`src/rtl/uart_rx_to_mem_if.sv`:
```
// Matrix memory write port: one-cycle strobe with address and byte.
// The loader drives the master side; the memory samples the slave side.
interface uart_rx_to_mem_if #(
  parameter int ADDR_W = 6
);
  logic              mem_write;
  logic [ADDR_W-1:0] mem_addr;
  logic [7:0]        mem_wdata;

  modport master (output mem_write, output mem_addr, output mem_wdata);
  modport slave  (input  mem_write, input  mem_addr, input  mem_wdata);
endinterface

```
`src/rtl/uart_rx_to_mem.sv`:
```
// 8N1 oversampling UART receiver feeding a sequencer that fills a ROWS x COLS
// matrix memory in arrival order and pulses load_done after the last element.
module uart_rx_to_mem #(
  parameter int CLKS_PER_BIT = 5208,
  parameter int ROWS         = 2,
  parameter int COLS         = 2,
  parameter int ADDR_W       = 6
) (
  input  logic                     clk,
  input  logic                     rst,
  input  logic                     rx_data,
  input  logic                     load_en,
  uart_rx_to_mem_if.master         mem,
  output logic                     busy,
  output logic                     load_done,
  output logic                     frame_error
);

  localparam int CNT_W = $clog2(CLKS_PER_BIT);
  localparam logic [CNT_W-1:0]  CNT_HALF = CNT_W'(CLKS_PER_BIT / 2 - 1);
  localparam logic [CNT_W-1:0]  CNT_FULL = CNT_W'(CLKS_PER_BIT - 1);
  localparam logic [ADDR_W-1:0] LAST_IDX = ADDR_W'(ROWS * COLS - 1);

  typedef enum logic [2:0] {
    RX_IDLE,
    RX_START,
    RX_DATA,
    RX_STOP,
    RX_WAIT_IDLE
  } rx_state_t;

  typedef enum logic [1:0] {
    L_IDLE,
    L_LOAD,
    L_DONE
  } load_state_t;

  logic              rx_meta;
  logic              rxs;
  rx_state_t         rx_state;
  logic [CNT_W-1:0]  cnt;
  logic [2:0]        bit_idx;
  logic [7:0]        shreg;
  logic              stop_sample;
  logic              byte_valid;
  logic              byte_err;
  load_state_t       load_state;
  logic [ADDR_W-1:0] index;

  // Synchroniser resets to the idle line level so reset release never looks
  // like a start bit.
  always_ff @(posedge clk or posedge rst) begin
    if (rst) begin
      rx_meta <= 1'b1;
      rxs     <= 1'b1;
    end else begin
      // NOTE: non-blocking assignments make rx_meta -> rxs a true two-stage
      // shift; blocking here would collapse it into a single flop.
      rx_meta <= rx_data;
      rxs     <= rx_meta;
    end
  end

  // Stop-bit verdict is decoded in the sample cycle itself so the loader's
  // registered write lands exactly one clock later.
  assign stop_sample = (rx_state == RX_STOP) && (cnt == CNT_FULL);
  assign byte_valid  = stop_sample &&  rxs;
  assign byte_err    = stop_sample && !rxs;

  always_ff @(posedge clk or posedge rst) begin
    if (rst) begin
      rx_state <= RX_IDLE;
      cnt      <= '0;
      bit_idx  <= '0;
      shreg    <= '0;
    end else begin
      case (rx_state)
        RX_IDLE: begin
          if (!rxs) begin
            rx_state <= RX_START;
            cnt      <= '0;
          end
        end
        RX_START: begin
          if (cnt == CNT_HALF) begin
            cnt <= '0;
            if (!rxs) begin
              rx_state <= RX_DATA;
              bit_idx  <= '0;
            end else begin
              rx_state <= RX_IDLE;
            end
          end else begin
            cnt <= cnt + 1'b1;
          end
        end
        RX_DATA: begin
          if (cnt == CNT_FULL) begin
            cnt            <= '0;
            shreg[bit_idx] <= rxs;
            if (bit_idx == 3'd7) rx_state <= RX_STOP;
            else                 bit_idx  <= bit_idx + 1'b1;
          end else begin
            cnt <= cnt + 1'b1;
          end
        end
        RX_STOP: begin
          if (cnt == CNT_FULL) begin
            cnt      <= '0;
            rx_state <= rxs ? RX_IDLE : RX_WAIT_IDLE;
          end else begin
            cnt <= cnt + 1'b1;
          end
        end
        RX_WAIT_IDLE: begin
          // A held-low line (break) must return high before a new frame counts.
          if (rxs) rx_state <= RX_IDLE;
        end
        default: rx_state <= RX_IDLE;
      endcase
    end
  end

  always_ff @(posedge clk or posedge rst) begin
    if (rst) begin
      load_state    <= L_IDLE;
      index         <= '0;
      busy          <= 1'b0;
      load_done     <= 1'b0;
      frame_error   <= 1'b0;
      mem.mem_write <= 1'b0;
      mem.mem_addr  <= '0;
      mem.mem_wdata <= '0;
    end else begin
      mem.mem_write <= 1'b0;
      load_done     <= 1'b0;
      case (load_state)
        L_IDLE: begin
          if (load_en) begin
            load_state  <= L_LOAD;
            index       <= '0;
            busy        <= 1'b1;
            frame_error <= 1'b0;
          end
        end
        L_LOAD: begin
          if (byte_valid) begin
            mem.mem_write <= 1'b1;
            mem.mem_addr  <= index;
            mem.mem_wdata <= shreg;
            // Index parks on the last element rather than wrapping.
            if (index == LAST_IDX) load_state <= L_DONE;
            else                   index      <= index + 1'b1;
          end else if (byte_err) begin
            frame_error <= 1'b1;
          end
        end
        L_DONE: begin
          load_done  <= 1'b1;
          busy       <= 1'b0;
          load_state <= L_IDLE;
        end
        default: load_state <= L_IDLE;
      endcase
    end
  end

endmodule
```
`src/flat_wrapper.sv`:
```
// flat-port wrapper written by rule: the top's interface ports become plain ports
module uart_rx_to_mem_flat 
#(
  parameter int CLKS_PER_BIT = 5208,
  parameter int ROWS         = 2,
  parameter int COLS         = 2,
  parameter int ADDR_W       = 6
)
  (clk, rst, rx_data, load_en, busy, load_done, frame_error, mem_mem_write, mem_mem_addr, mem_mem_wdata);
  uart_rx_to_mem_if #(.ADDR_W(ADDR_W)) mem_i ();
  input  logic clk;
  input  logic rst;
  input  logic rx_data;
  input  logic load_en;
  output logic busy;
  output logic load_done;
  output logic frame_error;
  output wire logic [$bits(mem_i.mem_write)-1:0] mem_mem_write;
  output wire logic [$bits(mem_i.mem_addr)-1:0] mem_mem_addr;
  output wire logic [$bits(mem_i.mem_wdata)-1:0] mem_mem_wdata;
  assign mem_mem_write = mem_i.mem_write;
  assign mem_mem_addr = mem_i.mem_addr;
  assign mem_mem_wdata = mem_i.mem_wdata;
  uart_rx_to_mem #(.CLKS_PER_BIT(CLKS_PER_BIT), .ROWS(ROWS), .COLS(COLS), .ADDR_W(ADDR_W)) u_core (.clk(clk), .rst(rst), .rx_data(rx_data), .load_en(load_en), .mem(mem_i), .busy(busy), .load_done(load_done), .frame_error(frame_error));
endmodule
```
`config.mk`:
```
export PLATFORM = sky130hd
export DESIGN_NAME = uart_rx_to_mem_flat
export DESIGN_NICKNAME = d
export VERILOG_FILES = /design/src/rtl/uart_rx_to_mem_if.sv /design/src/rtl/uart_rx_to_mem.sv /design/src/flat_wrapper.sv
export SDC_FILE = /design/constraint.sdc
export NUM_CORES = 1
export LEC_CHECK = 0
export CELL_PAD_IN_SITES_DETAIL_PLACEMENT = 1
export CELL_PAD_IN_SITES_GLOBAL_PLACEMENT = 1
export CORE_MARGIN = 3
export CORE_UTILIZATION = 50
export DETAILED_ROUTE_END_ITERATION = 6
export DONT_BUFFER_PORTS = 1
export PLACE_DENSITY_LB_ADDON = 0.1
export REMOVE_ABC_BUFFERS = 1
export SLEW_MARGIN = 0
export SYNTH_ARGS = -nofsm -noshare
export SYNTH_HDL_FRONTEND = slang
export SYNTH_SLANG_ARGS = --single-unit
```
`constraint.sdc`:
```
create_clock -name clk -period 3 [get_ports clk]
set_clock_uncertainty 0.05 [all_clocks]
set_input_delay 0.6 -clock clk [delete_from_list [all_inputs] [get_ports clk]]
set_output_delay 0.6 -clock clk [all_outputs]
set_load 0.005 [all_outputs]
```
## After elaboration in Yosys (flattened, before gate mapping)

Index checks and enable logic that the tools add are counted.

| word-level totals | value |
|---|---|
| register bits after elaboration | 55 |
| output and inout port bits | 18 |
| logic and storage cells | 102 |

| cells by class | value |
|---|---|
| magnitude comparators | 2 |
| $add $sub $neg | 3 |
| equal/unequal tests | 24 |
| reductions and logical operators | 21 |
| muxes and demuxes | 38 |

Operators with widths:

| kind | number |
|---|---|
| $mux 13 | 3 |
| $pmux 13 s3 | 1 |
| $mux 3 | 11 |
| $mux 6 | 3 |
| $pmux 3 s5 | 1 |
| $ne 2x1->1 const B | 7 |
| $ne 2x2->1 const B | 7 |
| $add 13x1->13 const B | 1 |
| $eq 13x12->1 const B | 1 |
| $eq 13x13->1 const B | 1 |
| $pmux 6 s2 | 1 |
| $bwmux 8 | 1 |
| $mux 1 | 8 |
| $mux 2 | 4 |
| $reduce_and 2->1 | 4 |
| $reduce_and 4->1 | 2 |
| $add 6x1->6 const B | 1 |
| $eq 3x2->1 const B | 2 |
| $eq 3x3->1 const B | 2 |
| $eq 6x2->1 const B | 1 |
| $pmux 3 s2 | 1 |
| $reduce_and 6->1 | 1 |
| $reduce_bool 2->1 | 3 |
| $reduce_and 5->1 | 1 |
| 16 further kinds | 20 |

## Depth between registers and ports, before layout

Gate-level depths: netlist of run 1.

| logic depth | value |
|---|---|
| depth in word-level cells | 6 |
| mapped depth | 8 |

## Worst setup path before layout of run 1

OpenSTA, ideal clock, no wires.

| timing path | value |
|---|---|
| path type | flip-flop to flip-flop |
| start | reg u_core.cnt[3] |
| end | reg u_core.shreg[4] |
| slack | 516 ps |
| path buffers | 0 |
| required time | 2825 ps |
| data arrival time | 2309 ps |
| stages on the path, launching flop included | 6 |
| cells stage by stage | dfrtp_1 > or4b_1 > or4_4 > or3_4 > nor4b_1 > mux2_2 |

| on the way | value |
|---|---|
| word-level cells in the longest chain between the ends | 2 |

RTL lines:

| item | RTL line | source |
|---|---|---|
| start: declaration | uart_rx_to_mem.sv:41 | `logic [CNT_W-1:0] cnt;` |
| start signal: assignment | uart_rx_to_mem.sv:94 | `cnt <= cnt + 1'b1;` |
| start signal: assignment | uart_rx_to_mem.sv:104 | `cnt <= cnt + 1'b1;` |
| start signal: assignment | uart_rx_to_mem.sv:112 | `cnt <= cnt + 1'b1;` |
| $eq 13x13->1 | uart_rx_to_mem.sv:98 | `if (cnt == CNT_FULL) begin` |
| $reduce_and 2->1 (no source line) | -- |  |
| end signal: indexed assignment | uart_rx_to_mem.sv:100 | `shreg[bit_idx] <= rxs;` |
| end: declaration | uart_rx_to_mem.sv:43 | `logic [7:0] shreg;` |

Every way passes these cells.
A chain may end at the register's enable or synchronous reset.

## Worst setup path after layout of run 1

Ends and elaborated chain as after synthesis.

==> summary.txt, run 1 <==
Outcome
  – Status: finished, final reports clean

Floorplan
  – Die height: 80.1 um
  – # IOs: 22
  – Rows: 26
  – Die X: 80.1 um
  – Initial core utilization: 0.528
  – Die ar.: 6420 sq um
  – Core Region: 5200 sq um

Routing
  – Avg WL per Cell: 18.1 um
  – Via Count: 2,074
  – DR iter-0 viols: 71
  – DR DRC count: 0
  – 1st-pass router iterations: 4
  – Detailed Route WL: 6000 um
  – Routed Antenna Nets: 0
  – Drt via density: 6.27

STA
  – Setup TNS Final: 0 ps
  – RSZ-0062 raised after global routing: false
  – Post-layout minimum cycle time: 2700 ps
  – Hold Fails Final Rpt: 0
  – Worst Tran Pin Value: 767 ps
  – Hold_ws: 235 ps
  – Final period util: 0.900
  – Worst relative slew slack: 0.482
  – Max Clock Freq: 0.370 GHz
  – Max Slew Vio Count: 0
  – Final setup violation count: 0

Clock network
  – Post-CTS sizing: 0
  – Num CTS Buffers: 5
  – Hold Buf Count CTS: 0
  – CTS H-Tree Depth: 2
  – CTS root buf: clkbuf_8
  – CTS tree: built
  – Setup bufs post-CTS: 0
  – Worst skew pair latency: 310 ps
  – Reg clk slew, reported paths: 100 ps
  – Clock Path Buffers: 2
  – CTS Sinks: 55

Power and ir drop
  – Internal: 0.000930 W
  – Peak VDD IR: 0.239 mV
  – Flop pwr share: 0.634
  – Combinational group share of total power: 0.030
  – Switching Fraction: 0.234
  – Psw: 0.000284 W
  – PwrDens: 419 nW/um^2
  – Leak: 1.35 nW
  – Clk pwr share: 0.336

Logic synthesis
  – Synth Instances: 259
  – Syn_area_per_cell: 10.6 sq um
  – Seq/Total Area, Yosys: 0.502
  – Yosys reg bits: 55
  – Asr flop ratio synth: 1.00
  – Yosys cell types: 51
  – Synthesized area: 2750 sq um
  – YS warnings: 0
  – Synth area leaders: dfrtp_1 48%, mux2_2 5.3%, mux2_4 4.4%, o21ai_0 3.3%, nand2_1 3.0%
  – Area leader, netlist: dfrtp_1
  – EDFF count, synth: 0
  – Synth Flop Type: dfrtp_1
  – Top-area cell type share of the netlist area: 0.483

Global route
  – Grt ovf: 0
  – First-pass GRT wire length: 10,200 um
  – Total track usage: 0.205
  – Largest net degree at the start of global routing: 56
  – Initial antenna violation count: 0
  – Vias in the first global route: 2,069

Critical path
  – CP startpoint kind: flop
  – CP Max Fanout: 8
  – Crit path DAT: 2840 ps
  – CP endpoint kind: flop
  – Worst Path Required: 3140 ps
  – Crit Path Category: flop to flop

Placement
  – Inst Count DP: 323
  – IO buf count: 0
  – GPL Wtd Cong: 0.782
  – DPL Wire Length: 4220 um

Finish
  – Most frequent cells in the layout: 53 x dfrtp_1, 22 x nand2_1, 18 x o21ai_0
  – Nets@finish: 268
  – Most common cell after layout, fill and taps aside: dfrtp_1
  – Fin util: 0.557
  – Layout cell share with drive strength beyond 1: 0.172
  – Non-Filler Instances: 331
  – Diodes inserted: 0
  – Filler cells: 575
  – Layout area overhead: 5.46%

Min path
  – Worst hold path type: primary input to flop

Job
  – Max Cap Viol: 0
-- area by class of cell --
cell class / instances / area, sq um / share of cell area
sequential: 55 / 1380 / 0.476
inverter: 5 / 18.8 / 0.00648
clock inverter: 2 / 13.8 / 0.00475
clock buffer: 6 / 72.6 / 0.0250
timing repair buffer: 7 / 52.6 / 0.0181
tap: 70 / 87.6 / 0.0302
multi-input combinational: 186 / 1270 / 0.440
-- logic make-up (layout without fill, tap and decap cells) --
| kind of cell | after synthesis | count (layout) | share of synthesized area |
|---|---|---|---|
| mux | 21 | 21 | 0.0970 |
| fa+ha+maj | 4 | 4 | 0.0182 |
| simple gates | 105 | 105 | 0.217 |
| flops | 55 | 55 | 0.502 |
| compound gates | 56 | 56 | 0.132 |
| buf+inv | 18 | 20 | 0.0346 |
-- state kept, by name (all words and copies together) (netlist names) --
register and cells:
u_core.rxs 1, u_core.shreg 8, u_core.mem.mem_write 1, u_core.rx_state 3
u_core.index 6, u_core.load_done 1, u_core.rx_meta 1, u_core.cnt 13
u_core.mem.mem_addr 6, u_core.mem.mem_wdata 8, u_core.load_state 2, u_core.bit_idx 3
u_core.busy 1, u_core.frame_error 1
-- worst paths after layout --
kind / slack, ps / to / from / depth (start not counted)
hold reg to reg: 310 / u_core.rxs / u_core.rx_meta / 0
max in group asynchronous: 2120 / u_core.shreg[6] / rst / 2
setup / recovery: 300 / u_core.shreg[4] / u_core.cnt[3] / 5
hold / removal: 230 / u_core.rx_meta / rx_data / 0
setup reg to reg: 300 / u_core.shreg[4] / u_core.cnt[3] / 5
min in group asynchronous: 290 / u_core.rx_state[2] / rst / 2
-- power by group through the flow --
stage | registers, W | logic (W) | clock network [W]
after detailed placement | 0.000784 | 0.0000374 | 0
after global routing | 0.000772 | 0.0000427 | 0.000461
after CTS | 0.000769 | 0.0000376 | 0.000423
final | 0.000769 | 0.0000362 | 0.000408
after floorplan | 0.000778 | 0.0000280 | 0
after global placement | 0.000783 | 0.0000365 | 0
-- worst max-delay path, stage by stage, from the launching register on --
cell and delay [ps]:
dfrtp_1 460, or4b_1 540, or4_4 440, or3_4 360, nor4b_1 340, mux2_2 390
-- routing by layer --
metal | wire length (um) | global-route usage
met3 | 124 | 0.0336
met1 | 2760 | 0.268
met4 | 81 | 0.0608
met2 | 3020 | 0.349
met5 | 0 | 0
-- synth_stat cells, types with 2 or more instances --
cell	number
a21oi_1	10
nand2_1	22
dfstp_2	2
mux2_4	8
nor4_1	5
nor3_1	9
a21o_1	7
nor3b_1	4
mux2_2	13
clkbuf_2	2
a22o_1	3
nand4b_1	4
ha_1	4
a31oi_1	5
o21ai_0	18
a41oi_1	4
nand4bb_1	2
and3_1	3
nand2b_1	4
nor2_1	15
clkbuf_1	8
nand3_1	15
or3b_2	2
or3_1	3
nor4b_1	2
dfrtp_1	53
nand4_1	2
inv_1	5
nor2b_1	2
and2_1	2
-- per-stage QoR --
| stage | total power, W | setup slack (ps) | instance area [sq um] |
|---|---|---|---|
| floorplan | 0.000806 | 468 | 2670 |
| global placement | 0.000819 | 415 | 2810 |
| detailed placement | 0.000821 | 381 | 2810 |
| CTS | 0.00123 | 284 | 2900 |
| global route | 0.00127 | 199 | 2900 |
| finish | 0.00121 | 299 | 2900 |
(Power assumes the default switching activity.)
==> run 2, diff against run 1 <==
- ABC_AREA: unset -> 1
- CORE_UTILIZATION: 50 -> 47
- TNS_END_PERCENT: unset -> 20
==> summary.txt, run 2 <==
Critical path
  – Crit Path Category: flop to flop
  – CP max-delay cell: dfrtp_1
  – Worst Path Required: 3190 ps (+50 ps)
  – FF-to-FF Start: u_core.cnt[0]
  – Top delay family on crit path: simple AND/OR/NAND/NOR gates
  – Worst reg2reg endpoint: u_core.mem.mem_addr[4]
  – Crit path buf inv count: 0 (unchanged)
  – Top cell by count, worst path: nand2_1
  – CP startpoint kind: flop
  – CP Max Fanout: 16 (+8)
  – Crit path cell chain: ha_1 > nand4_1 > nor2_1 > nand3_2 > nor2_4 > nand2_1 > nand2_1
  – Flop2flop setup slack: 930 ps (+640 ps)
  – Crit path DAT: 2260 ps (-580 ps)
  – Crit-path max cell delay: 460 ps (-80 ps)
  – CP endpoint kind: flop
  – Reg2Reg Depth: 7 (+2)

Min path
  – Hold EP: u_core.rx_meta
  – Hold path startpoint: rx_data
  – Worst hold path type: primary input to flop
  – Hold Path Stages: 0 (unchanged)

Routing
  – Via Count: 2,570 (+24%)
  – 1st-pass router iterations: 5 (+1)
  – DR DRC count: 0 (unchanged)
  – Avg WL per Cell: 15.8 um (-12%)
  – Detailed Route WL: 7500 um (+25%)
  – Drt via density: 5.43 (-13%)
  – DR iter-0 viols: 65 (-8.5%)
  – Routed Antenna Nets: 0 (unchanged)

Job
  – Max Cap Viol: 0 (unchanged)

Clock network
  – Post-CTS sizing: 0 (unchanged)
  – Clock Path Buffers: 2 (unchanged)
  – CTS root buf: clkbuf_8
  – Hold Buf Count CTS: 0 (unchanged)
  – Setup bufs post-CTS: 0 (unchanged)
  – Reg clk slew, reported paths: 100 ps (about the same)
  – CTS Sinks: 55 (unchanged)
  – Worst skew pair latency: 310 ps (about the same)
  – CTS H-Tree Depth: 2 (unchanged)
  – CTS tree: built
  – Num CTS Buffers: 5 (unchanged)

Floorplan
  – Initial core utilization: 0.494 (-0.0337)
  – Die X: 85.6 um (+6.8%)
  – Die ar.: 7330 sq um (+14%)
  – Rows: 28 (+7.7%)
  – # IOs: 22 (unchanged)
  – Die height: 85.6 um (+6.8%)
  – Core Region: 6030 sq um (+16%)

Logic synthesis
  – Synth Instances: 394 (+52%)
  – YS warnings: 0 (unchanged)
  – Syn_area_per_cell: 7.56 sq um (-29%)
  – Yosys cell types: 30 (-41%)
  – EDFF count, synth: 0 (unchanged)
  – Asr flop ratio synth: 1.00 (unchanged)
  – Seq/Total Area, Yosys: 0.463 (-0.0388)
  – Top-area cell type share of the netlist area: 0.445 (-0.0373)
  – Most common cell in the netlist: nand2_1
  – Synthesized area: 2980 sq um (+8.4%)
  – Synth Flop Type: dfrtp_1
  – Leading post-synthesis cells by instance count: 147 x nand2_1, 53 x dfrtp_1, 39 x nor2_1, 35 x inv_1, 35 x nand3_1
  – Synth area leaders: dfrtp_1 45%, nand2_1 19%, nand3_1 5.9%, nor2_1 4.9%, inv_1 4.4%
  – Area leader, netlist: dfrtp_1
  – Yosys reg bits: 55 (unchanged)

Global route
  – Total track usage: 0.223 (+0.0180)
  – First-pass GRT wire length: 13,100 um (+28%)
  – Grt ovf: 0 (unchanged)
  – Vias in the first global route: 2,735 (+32%)
  – Largest net degree at the start of global routing: 56 (unchanged)
  – Initial antenna violation count: 0 (unchanged)

Finish
  – Finished Cell Area: 3140 sq um (+8.5%)
  – Most common cell after layout, fill and taps aside: nand2_1
  – Largest register FFs: 13 (unchanged)
  – Nets@finish: 405 (+51%)
  – Layout cell share with drive strength beyond 1: 0.0854 (-0.0870)
  – Diodes inserted: 0 (unchanged)
  – Most frequent cells in the layout: 147 x nand2_1, 53 x dfrtp_1, 39 x nor2_1
  – Layout area overhead: 5.55% (about the same)
  – Top Registers: u_core.cnt (13), u_core.mem.mem_wdata (8), u_core.shreg (8)
  – Largest register by flop count: u_core.cnt

Placement
  – GPL Wtd Cong: 0.882 (+13%)
  – IO buf count: 0 (unchanged)
  – Area post-placement: 3040 sq um (+8.3%)
  – DPL Wire Length: 5700 um (+35%)

Power and ir drop
  – Combinational group share of total power: 0.016 (-0.014)
  – Switching Fraction: 0.225 (-0.00885)
  – Clk pwr share: 0.365 (+0.029)
  – Internal: 0.000934 W (+0.53%)
  – Leak: 1.58 nW (+17%)
  – Flop pwr share: 0.619 (-0.015)
  – Psw: 0.000271 W (-4.4%)
  – PwrDens: 384 nW/um^2 (-8.4%)
  – Peak VDD IR: 0.169 mV (-29%)

STA
  – Hold Fails Final Rpt: 0 (unchanged)
  – RSZ-0062 raised after global routing: false
  – Post-layout minimum cycle time: 2070 ps (-636 ps)
  – Setup TNS Final: 0 ps (unchanged)
  – Final period util: 0.688 (-0.212)
  – Hold_ws: 229 ps (-5.95 ps)
  – Max Clock Freq: 0.484 GHz (+31%)
  – Max Slew Vio Count: 0 (unchanged)
  – Worst Tran Pin Value: 709 ps (-58.1 ps)
  – Worst relative slew slack: 0.527 (+0.0452)
  – Final setup violation count: 0 (unchanged)

Outcome
  – Status: finished, final reports clean
[run 2: cell type report]
cell class	instances	area, sq um
sequential	55	1380
clock inverter	2	16.3
tap	75	93.8
clock buffer	6	82.6
inverter	40	150
multi-input combinational	294	1410
timing repair buffer	1	7.51
fill	773	2880
[run 2: through the flow]
stage	total power, W	instances	setup WS [ps]	utilization
2_1_floorplan	0.000774	389	1010	-
3_3_place_gp	0.000780	465	1090	0.505
3_5_place_dp	0.000781	465	963	0.505
4_1_cts	0.00122	473	911	0.522
5_1_grt	0.00126	473	719	0.522
6_report	0.00121	473	935	0.522
[run 2: how the worst max path moves through the flow]
stage	from	to	depth (start not counted)
finish	u_core.cnt[0]	u_core.mem.mem_addr[4]	7
global route	u_core.cnt[0]	u_core.mem.mem_addr[4]	7
detailed placement	u_core.cnt[0]	u_core.mem.mem_addr[4]	7
CTS	u_core.cnt[0]	u_core.mem.mem_addr[4]	7
global placement	u_core.cnt[0]	u_core.mem.mem_addr[4]	7
floorplan	rst	u_core.bit_idx[0]	1
[run 2: logic make-up (layout without fill, tap and decap cells)]
logic type / after synthesis / count (layout) / share of synthesized area
and+or+nand+nor: 254 / 254 / 0.385
DFF: 55 / 55 / 0.463
buffers and inverters: 45 / 49 / 0.0622
AOI/OAI and AO/OA: 31 / 31 / 0.0580
xor gates and xnor gates: 5 / 5 / 0.0147
adders and majority gates: 4 / 4 / 0.0168
[run 2: layer usage]
metal / vias up / part of all wire / global-route usage
met5: - / 0 / 0
met4: 0 / 0.020 / 0.0719
met3: 14 / 0.039 / 0.0423
met2: 50 / 0.50 / 0.381
met1: 1245 / 0.44 / 0.285
li1: 1261 / - / -
[run 2: power groups by stage]
stage / sequential, W / clock (W) / combinational, W
detailed placement: 0.000760 / 0 / 0.0000205
global placement: 0.000760 / 0 / 0.0000202
finish: 0.000746 / 0.000440 / 0.0000194
CTS: 0.000746 / 0.000454 / 0.0000205
floorplan: 0.000760 / 0 / 0.0000140
global route: 0.000747 / 0.000490 / 0.0000231
[run 2: worst reg2reg max path: stages, from the launching register on]
cell	delay, ps
dfrtp_1	460
ha_1	300
nand4_1	140
nor2_1	140
nand3_2	270
nor2_4	390
nand2_1	120
nand2_1	130
